--- config.mk ---
export PLATFORM = sky130hd
export DESIGN_NAME = dff_bank_arbiter
export DESIGN_NICKNAME = d
export VERILOG_FILES = /design/src/rtl/dff_bank_pkg.sv /design/src/rtl/dff_bank_arbiter_bank.sv /design/src/rtl/dff_bank_arbiter.sv
export SDC_FILE = /design/constraint.sdc
export NUM_CORES = 1
export LEC_CHECK = 0
export BUFFER_PORTS_ARGS = -buffer_cell sky130_fd_sc_hd__buf_2
export CORE_MARGIN = 1
export CORE_UTILIZATION = 50
export DETAILED_ROUTE_END_ITERATION = 7
export GPL_TIMING_DRIVEN = 0
export MAX_ROUTING_LAYER = met4
export PLACE_DENSITY = 0.72
export SLEW_MARGIN = 0
export SYNTH_ARGS = -nofsm -noshare
export SYNTH_HDL_FRONTEND = slang
export SYNTH_SLANG_ARGS = --single-unit
--- constraint.sdc ---
create_clock -name clk -period 3.8 [get_ports clk]
set_input_delay 0.19 -clock clk [delete_from_list [all_inputs] [get_ports clk]]
set_output_delay 0.19 -clock clk [all_outputs]
set_load 0.05 [all_outputs]
--- src/rtl/dff_bank_pkg.sv ---
// Shared types and the round-robin scan helper for the dff_bank_arbiter slice.
package dff_bank_pkg;

  typedef enum logic [1:0] {
    StIdle   = 2'd0,
    StAccess = 2'd1,
    StResp   = 2'd2
  } state_e;

  // First set bit of req scanning upward from ptr, wrapping at nreq (nreq <= 8).
  function automatic logic [2:0] rr_pick(input logic [7:0] req,
                                         input logic [2:0] ptr,
                                         input logic [3:0] nreq);
    logic [2:0] win;
    logic       found;
    logic [3:0] idx;
    win   = '0;
    found = 1'b0;
    for (int k = 0; k < 8; k++) begin
      idx = {1'b0, ptr} + k[3:0];
      if (idx >= nreq) idx = idx - nreq;
      if (!found && (k[3:0] < nreq) && req[idx[2:0]]) begin
        win   = idx[2:0];
        found = 1'b1;
      end
    end
    return win;
  endfunction

endpackage

--- src/rtl/dff_bank_arbiter_bank.sv ---
// DEPTH x W flop storage: async active-low clear, one write port, one registered read port.
module dff_reg_bank #(
  parameter int unsigned DEPTH = 8,
  parameter int unsigned W     = 8,
  parameter int unsigned AW    = $clog2(DEPTH)
) (
  input  logic          clk,
  input  logic          rst_n,
  input  logic          we_i,
  input  logic          re_i,
  input  logic [AW-1:0] addr_i,
  input  logic [W-1:0]  wdata_i,
  output logic [W-1:0]  rdata_o
);

  localparam logic [AW:0] DepthW = (AW + 1)'(DEPTH);

  logic [W-1:0] mem_q [DEPTH];
  logic [W-1:0] rdata_q;
  logic         in_range;

  assign in_range = ({1'b0, addr_i} < DepthW);

  always_ff @(posedge clk or negedge rst_n) begin
    if (!rst_n) begin
      for (int unsigned i = 0; i < DEPTH; i++) mem_q[i] <= '0;
      rdata_q <= '0;
    end else begin
      if (we_i && in_range) mem_q[addr_i] <= wdata_i;
      // Out-of-range reads return an all-zero word, which also carries valid parity.
      if (re_i) rdata_q <= in_range ? mem_q[addr_i] : '0;
    end
  end

  assign rdata_o = rdata_q;

endmodule

--- src/rtl/dff_bank_arbiter.sv ---
// Round-robin arbiter and 3-state sequencer sharing one dff_reg_bank among NREQ requesters.
// Optional stored parity per entry is enabled with the DFF_BANK_PARITY_EN macro.
module dff_bank_arbiter
  import dff_bank_pkg::*;
#(
  parameter int unsigned NREQ  = 4,
  parameter int unsigned DW    = 8,
  parameter int unsigned DEPTH = 8,
  parameter int unsigned AW    = $clog2(DEPTH)
) (
  input  logic               clk,
  input  logic               rst_n,
  input  logic [NREQ-1:0]    req,
  input  logic [NREQ-1:0]    we,
  input  logic [NREQ*AW-1:0] addr,
  input  logic [NREQ*DW-1:0] wdata,
  output logic [NREQ-1:0]    gnt,
  output logic               done,
  output logic [DW-1:0]      rdata,
  output logic               perr
);

  localparam int unsigned IW = (NREQ > 1) ? $clog2(NREQ) : 1;
`ifdef DFF_BANK_PARITY_EN
  localparam int unsigned BW = DW + 1;
`else
  localparam int unsigned BW = DW;
`endif

  state_e            state_q, state_d;
  logic [NREQ-1:0]   gnt_q, gnt_d;
  logic [2:0]        win_q, win_d;
  logic [2:0]        ptr_q, ptr_d;
  logic              we_q, we_d;
  logic [AW-1:0]     addr_q, addr_d;
  logic [DW-1:0]     wdata_q, wdata_d;
  logic [7:0]        req_pad;
  logic [2:0]        win;
  logic [3:0]        nxt;
  logic [BW-1:0]     wword;
  logic [BW-1:0]     rword;
  logic              bank_we, bank_re;

  always_comb begin
    req_pad            = '0;
    req_pad[NREQ-1:0]  = req;
    win                = rr_pick(req_pad, ptr_q, 4'(NREQ));
    nxt                = {1'b0, win_q} + 4'd1;
    state_d            = state_q;
    gnt_d              = gnt_q;
    win_d              = win_q;
    ptr_d              = ptr_q;
    we_d               = we_q;
    addr_d             = addr_q;
    wdata_d            = wdata_q;
    unique case (state_q)
      StIdle: begin
        if (|req) begin
          state_d              = StAccess;
          gnt_d                = '0;
          gnt_d[win[IW-1:0]]   = 1'b1;
          win_d                = win;
          we_d                 = we[win[IW-1:0]];
          addr_d               = addr[win*AW +: AW];
          wdata_d              = wdata[win*DW +: DW];
        end
      end
      StAccess: state_d = StResp;
      StResp: begin
        state_d = StIdle;
        gnt_d   = '0;
        ptr_d   = (nxt == 4'(NREQ)) ? 3'd0 : nxt[2:0];
      end
      default: state_d = StIdle;
    endcase
  end

  always_ff @(posedge clk or negedge rst_n) begin
    if (!rst_n) begin
      state_q <= StIdle;
      gnt_q   <= '0;
      win_q   <= '0;
      ptr_q   <= '0;
      we_q    <= 1'b0;
      addr_q  <= '0;
      wdata_q <= '0;
    end else begin
      state_q <= state_d;
      gnt_q   <= gnt_d;
      win_q   <= win_d;
      ptr_q   <= ptr_d;
      we_q    <= we_d;
      addr_q  <= addr_d;
      wdata_q <= wdata_d;
    end
  end

  assign bank_we = (state_q == StAccess) && we_q;
  assign bank_re = (state_q == StAccess) && !we_q;

`ifdef DFF_BANK_PARITY_EN
  assign wword = {^wdata_q, wdata_q};
  // Flag only read completions; rword still holds the last read during a write's RESP.
  assign perr  = (state_q == StResp) && !we_q && (rword[DW] != (^rword[DW-1:0]));
`else
  assign wword = wdata_q;
  assign perr  = 1'b0;
`endif

  dff_reg_bank #(
    .DEPTH (DEPTH),
    .W     (BW),
    .AW    (AW)
  ) u_bank (
    .clk     (clk),
    .rst_n   (rst_n),
    .we_i    (bank_we),
    .re_i    (bank_re),
    .addr_i  (addr_q),
    .wdata_i (wword),
    .rdata_o (rword)
  );

  assign gnt   = gnt_q;
  assign done  = (state_q == StResp);
  assign rdata = rword[DW-1:0];

endmodule
Word-level counts from Yosys, hierarchy flattened
Index checks and enable logic that the tools add are counted.

Register bits after elaboration: 96. Output and inout port bits: 14.

Bitwise operators: 1. Shift operators: 2. $lt $le $gt $ge: 12. Reductions and logical operators: 16. Multiply operators: 1. $add $sub $neg: 8. Multiplexer cells: 34. Equal/unequal tests: 4.

Operators by type and width (number): $bwmux W64 (1); $shiftx A32 B7 Y8 (1); $mux W3 (9); $bmux W8 S3 (1); $demux W8 S3 (1); $mux W8 (3); $lt A3 B4 Y1 const B (4); $bmux W1 S3 (4); $ge A4 B3 Y1 const B (3); $shiftx A12 B6 Y3 (1); $sub A3 B3 Y3 const B (4); $mux W1 (9); $add A3 B1 Y4 const B (2); $add A3 B2 Y4 const B (2); $pmux W4 S2 (1); $logic_and A1 B1 Y1 (7); $mul A3 B2 Y5 const B (1); $eq A4 B3 Y1 const B (1); $ge A4 B4 Y1 const B (1); $logic_not A1 Y1 (4); $lt A4 B1 Y1 const B (1); $mux W4 (1); $not A3 Y4 (1); $pmux W2 S2 (1); 13 further kinds (14).

Longest topological paths before layout
Depth in word-level cells: 20. Depth in mapped cells: 12. Depth with buffers taken out: 8.

Modules after synthesis
Synthesis repeated with hierarchy kept, for this count alone.

Cell total of the unflattened synthesis: 399. Area total of the unflattened synthesis: 5132.4 um2.

By module, submodules not included: dff_reg_bank (area an instance 3447.1 um2, times used 1, cells each 235); dff_bank_arbiter (area an instance 1685.4 um2, times used 1, cells each 164).

Worst setup path after synthesis
Ideal clock, no wire load.

Kind: reg-to-reg. Start: register ptr_q[0]. End: register addr_q[0]. Slack: 1.130 ns. Required time: 3.662 ns. Setup time: 0.138 ns. Cell stages (with the launch flop): 11. Clock period less this slack: 2.670 ns. Buffers on the path: 3. Arrival: 2.532 ns. Cell sequence: dfrtp_1 buf_2 inv_1 ha_1 mux4_2 and2_1 o31ai_1 buf_4 buf_8 mux2i_1 o221ai_1.

Word-level cells in the longest chain between the ends: 16. Elaborated cells on any way between the ends: 38. Classes of those cells: add/sub: 7; mul: 1; order compare: 4; shift: 1; mux: 19; reduce/logical: 6.

RTL lines: start: declaration (line dff_bank_arbiter.sv:33) `logic [2:0] ptr_q, ptr_d;`; start signal: assignment (line dff_bank_arbiter.sv:91) `ptr_q <= ptr_d;`; branches (longest 13 deep; another with $add A3 B1 Y4); $mux W3 * (line dff_bank_pkg.sv:22) `if (!found && (k[3:0] < nreq) && req[idx[2:0]]) begin`; $mul A3 B2 Y5 * (line dff_bank_arbiter.sv:64) `addr_d = addr[win*AW +: AW];`; $shiftx A12 B6 Y3 * (line dff_bank_arbiter.sv:64); end signal: assignment (line dff_bank_arbiter.sv:93) `addr_q <= addr_d;`; end: declaration (line dff_bank_arbiter.sv:35) `logic [AW-1:0] addr_q, addr_d;`.

Every way passes the cells marked *. The select of a mux whose other input is x is not followed. A chain may end at the register's enable or synchronous reset.

Final worst setup path
Start: register ptr_q[0]. End: register wdata_q[6].

Word-level cells in the longest chain between the ends: 15. Elaborated cells on any way between the ends: 37. Classes of those cells: add/sub: 7; order compare: 4; shift: 1; mux: 19; reduce/logical: 6.

RTL lines: branches (longest 13 deep; another with $add A3 B1 Y4); $mux W3 * (line dff_bank_pkg.sv:22); $shiftx A32 B7 Y8 * (line dff_bank_arbiter.sv:65) `wdata_d = wdata[win*DW +: DW];`; end signal: assignment (line dff_bank_arbiter.sv:94) `wdata_q <= wdata_d;`; end: declaration (line dff_bank_arbiter.sv:36) `logic [DW-1:0] wdata_q, wdata_d;`.

Marks and branches as above.

==> results.md <==
Die:
- The die outline area is around 9800 um^2.
- The starting density of the core is between 50 and 60%.
- From left edge to right edge, the die measures between 90 and 100 um.
- In this run the core area contains 34 standard-cell rows.
- The count of pins on the block boundary is between 60 and 70.
- The core region is between 8000 and 9000 um^2.
- The y dimension of the die is 98.9 um.

Placed design:
- The number of cells in the design after placement is 528.
- The HPWL after detailed placement is ~7 mm.
- The final RePlAce weighted congestion is 0.827.
- Buffers placed on the I/O ports in this run total 66.

Logic synthesis:
- Counting distinct cell types in the post-synthesis netlist gives 39.
- After synthesis the cells add up to about 4700 um^2.
- The synthesized netlist devotes slightly above 7% of its cell area to simple gates.
- The post-synthesis sequential area ratio is roughly half.
- The number of warning messages in the yosys log is 0.
- The total of flip-flops plus latches after synthesis is 96.
- The xor and xnor area share after synthesis is 0%.
- The synthesized netlist devotes 6.26% of its cell area to compound gates.
- By area, the combinational part of the netlist is dominated by multiplexers.
- Of the total synthesized cell area, the portion taken by full adders, half adders and majority gates is less than 1%.
- The mux share of post-synthesis cell area is between 30% and 40%.
- The synthesized area divided by synthesized cell count is 13.3 um^2.
- Synthesis produced a netlist whose cell count is about 350.
- When the netlist entered floorplanning its net count stood at 410.

Clock tree:
- After clock tree synthesis, the clock-pin slew on the worst setup and hold paths is 90 ps.
- The post-cts gate resize count is 0.
- The number of buffers added by the clock tree synthesis step is 9.
- No sink is reached through more buffers than the 2 on the longest clock path.
- The clock drives 96 sinks.
- Clock tree synthesis selected as its root buffer the cell sky130_fd_sc_hd__clkbuf_8.
- Once the clock tree was built, the setup fixing pass inserted 0 buffers.
- TritonCTS built the clock tree.
- The clock tree synthesis step divided the H-tree into 3 levels.
- The worst-skew pair later-pin latency is roughly 350 ps.

Critical path:
- STA classifies the critical path startpoint as a register.
- The type of destination of the critical path is a register.
- The worst-path maximum fanout is 10.
- The critical path start-end classification is register to register.
- The arrival time reported for the critical path endpoint is ~3300 ps.
- At the worst endpoint, the required time is between 4000 and 5000 ps.

Timing:
- The time the final worst path needs with I/O delays and setup is ~3100 ps.
- The number of pins with negative max-slew slack in the final report is 0.
- Measured against its own limit, the worst slew margin works out to about 43%.
- Dividing the final minimum period by the clock period gives between 80% and 90%.
- Setup repair after global routing left no endpoint under its margin.
- The hold violation total from the final report is 0.
- For the pin with the worst max-slew slack, the measured transition is about 850 ps.
- Summed over all failing endpoints, the final setup total negative slack is 0 ps.
- The clock arrives with about 11 ps of skew.
- The maximum achievable frequency is between 300 and 400 MHz.
- The final count of negative-setup-slack endpoints is 0.

Global routing:
- Entering global routing, the biggest net connects 55 pins.
- The overflow left after global routing is 0.
- The met3 demand-to-capacity share in global routing is a little over 5%.
- The initial antenna violation count is 0.
- The global routing usage on met2 is around two fifths.
- For this run, global-route usage on met1 was measured as between 20 and 30%.
- The first-pass GRT wire length is about 17 mm.
- The number of global-route vias before repair was between 3,000 and 4,000.
- The total routing resource utilization after global routing is between 20% and 30%.
- The most utilized layer in the global route result is met2.

Final layout:
- The filler cells instantiated in the layout total approximately 730.
- The area growth from synthesis to layout is 14.9%.
- The final layout net count is around 500.
- The final cell count without fillers is approximately 550.
- Of the cells placed in the final design, the portion with a size suffix greater than 1 is 41.4%.
- The number of antenna diodes is 0.

Detailed routing:
- After detailed routing, the number of remaining DRC violations is 0.
- In the final routed layout, each cell accounts on average for about 18 um.
- The number of vias per cell after detailed routing is 5.79.
- The detailed router finished its first iteration with 165 violations.
- Before antenna repair, the detailed router went through 4 iterations.
- The total routed wirelength is 10.1 mm.
- The detail route stage leaves a number of antenna-violating nets equal to 0.
- The total number of vias is ~3,200.

Pwr:
- The peak supply drop is 0.567 mV.
- In this run the power density over the cells is between 800 and 900 nW/um^2.
- The static leakage power is about 2.6 nW.

Status:
- The run finished with clean final reports.

Flow run:
- The number of maximum-capacitance constraint violations is 0.

Min path:
- The tightest min-delay check is of the primary input to register type.
## routing by layer
layer,up-vias,part of all wire (%)
met5,-,0
met4,0,0.26
met3,4,4.5
met2,73,53
met1,1609,42
li1,1469,-
## state kept, by name, summed over array words and instances (netlist names)
name and cells:
we_q 1, win_q 3, gnt 4, u_bank.mem_q 64
addr_q 3, state_q 2, ptr_q 3, u_bank.rdata_o 8
wdata_q 8
## per-stage QoR
stage	hold WS [ps]	total power, W	cell area (um^2)	worst slack [ps]	utilization, %
after floorplan	-106	0.00338	4690	1130	-
after global placement	483	0.00386	5160	813	58.0
after detailed placement	220	0.00394	5190	731	58.4
after CTS	144	0.00458	5390	695	60.6
after global routing	156	0.00486	5390	442	60.6
final	159	0.00454	5390	714	60.6
## critical path: stages, from the launching register on
cell	delay, ps
sky130_fd_sc_hd__dfrtp_1	460
sky130_fd_sc_hd__buf_2	250
sky130_fd_sc_hd__inv_1	110
sky130_fd_sc_hd__ha_1	350
sky130_fd_sc_hd__mux4_2	510
sky130_fd_sc_hd__and2_1	190
sky130_fd_sc_hd__o31ai_1	250
sky130_fd_sc_hd__buf_4	260
sky130_fd_sc_hd__buf_8	180
sky130_fd_sc_hd__mux2i_1	210
sky130_fd_sc_hd__o221ai_1	160
## what timing repair did
action / CTS / global route
hold buffers: 1 / 0
hold endpoints to repair: 42 / 0
setup endpoints to repair: 0 / 0
## logic make-up after synthesis
logic type,count (synthesis)
multiplexers,116
AND/OR/NAND/NOR,65
buffers and inverters,29
flip-flops,96
other,1
AO/OA/AOI/OAI,43
adder cells (fa/ha/maj),3
## layout make-up
cell class	instances	area (um^2)	area share [%]
Sequential cell	96	2400	44.6
Multi-Input combinational cell	228	2130	39.6
Timing Repair Buffer	68	370	6.87
Clock buffer	13	169	3.13
Tap cell	108	135	2.51
Buffer	21	126	2.34
Inverter	8	30.0	0.557
Clock inverter	3	23.8	0.441
## final timing paths
check | from | endpoint | slack, ps | depth (start not counted)
min reg2reg | u_bank.mem_q[23] | u_bank.mem_q[23] | 510 | 1
min | wdata[21] | wdata_q[5] | 160 | 3
max in group asynchronous | rst_n | u_bank.rdata_o[3] | 2770 | 3
min in group asynchronous | rst_n | wdata_q[6] | 360 | 2
max reg2reg | ptr_q[0] | wdata_q[6] | 710 | 10
max | ptr_q[0] | wdata_q[6] | 710 | 10
## cells in the final DEF, fill, tap and decap left out, drive strengths merged, types with 2 or more instances in the layout
cell type and instances:
clkinvlp 2, nor2b 4, clkbuf 22, a32o 2, o31ai 2, mux2i 33
nor4 2, o21ai 8, inv 9, o221ai 12, nand3b 4, mux2 65
nand3 3, nor3 2, nand4 2, nor3b 2, dfrtp 96, mux4 18
nor2 14, nand2b 2, a21oi 13, ha 3, buf 79, nand2 26
## power by group
part	switching [W]	internal [W]
sequential	0.000288	0.00141
clock	0.000340	0.000295
combinational	0.00118	0.00102
## Yosys cell counts
cell,number,area share [%]
sky130_fd_sc_hd__o2bb2ai_1,1,0.19
sky130_fd_sc_hd__nor3b_2,2,0.53
sky130_fd_sc_hd__mux4_2,18,8.6
sky130_fd_sc_hd__o221ai_1,12,2.2
sky130_fd_sc_hd__a32o_1,2,0.43
sky130_fd_sc_hd__nor2_1,14,1.1
sky130_fd_sc_hd__and2_1,1,0.13
sky130_fd_sc_hd__nand3b_1,4,0.64
sky130_fd_sc_hd__nor2b_1,4,0.53
sky130_fd_sc_hd__nand2b_1,2,0.27
sky130_fd_sc_hd__buf_12,1,0.43
sky130_fd_sc_hd__mux2_2,65,16
sky130_fd_sc_hd__a21o_1,1,0.16
sky130_fd_sc_hd__buf_8,1,0.32
sky130_fd_sc_hd__nand3_1,3,0.32
sky130_fd_sc_hd__a31oi_1,1,0.13
sky130_fd_sc_hd__nor3_2,1,0.21
sky130_fd_sc_hd__a32oi_1,1,0.19
sky130_fd_sc_hd__dfrtp_1,96,51
sky130_fd_sc_hd__or4b_1,1,0.21
sky130_fd_sc_hd__nand2_1,25,2.0
sky130_fd_sc_hd__a311oi_1,1,0.19
sky130_fd_sc_hd__nand2_2,1,0.13
sky130_fd_sc_hd__ha_1,3,0.80
sky130_fd_sc_hd__conb_1,1,0.080
sky130_fd_sc_hd__nor4b_1,1,0.19
sky130_fd_sc_hd__clkbuf_1,9,0.72
sky130_fd_sc_hd__o31a_1,1,0.19
sky130_fd_sc_hd__nor3_1,1,0.11
sky130_fd_sc_hd__o21ai_0,8,0.85
sky130_fd_sc_hd__nand4_1,2,0.27
sky130_fd_sc_hd__or3_1,1,0.13
sky130_fd_sc_hd__inv_1,8,0.64
sky130_fd_sc_hd__mux2i_1,33,7.0
sky130_fd_sc_hd__buf_4,3,0.48
sky130_fd_sc_hd__a21oi_1,13,1.4
sky130_fd_sc_hd__buf_2,7,0.75
sky130_fd_sc_hd__nor4_1,2,0.27
sky130_fd_sc_hd__o31ai_1,2,0.32
No activity file was read; power rests on OpenSTA's default activity.
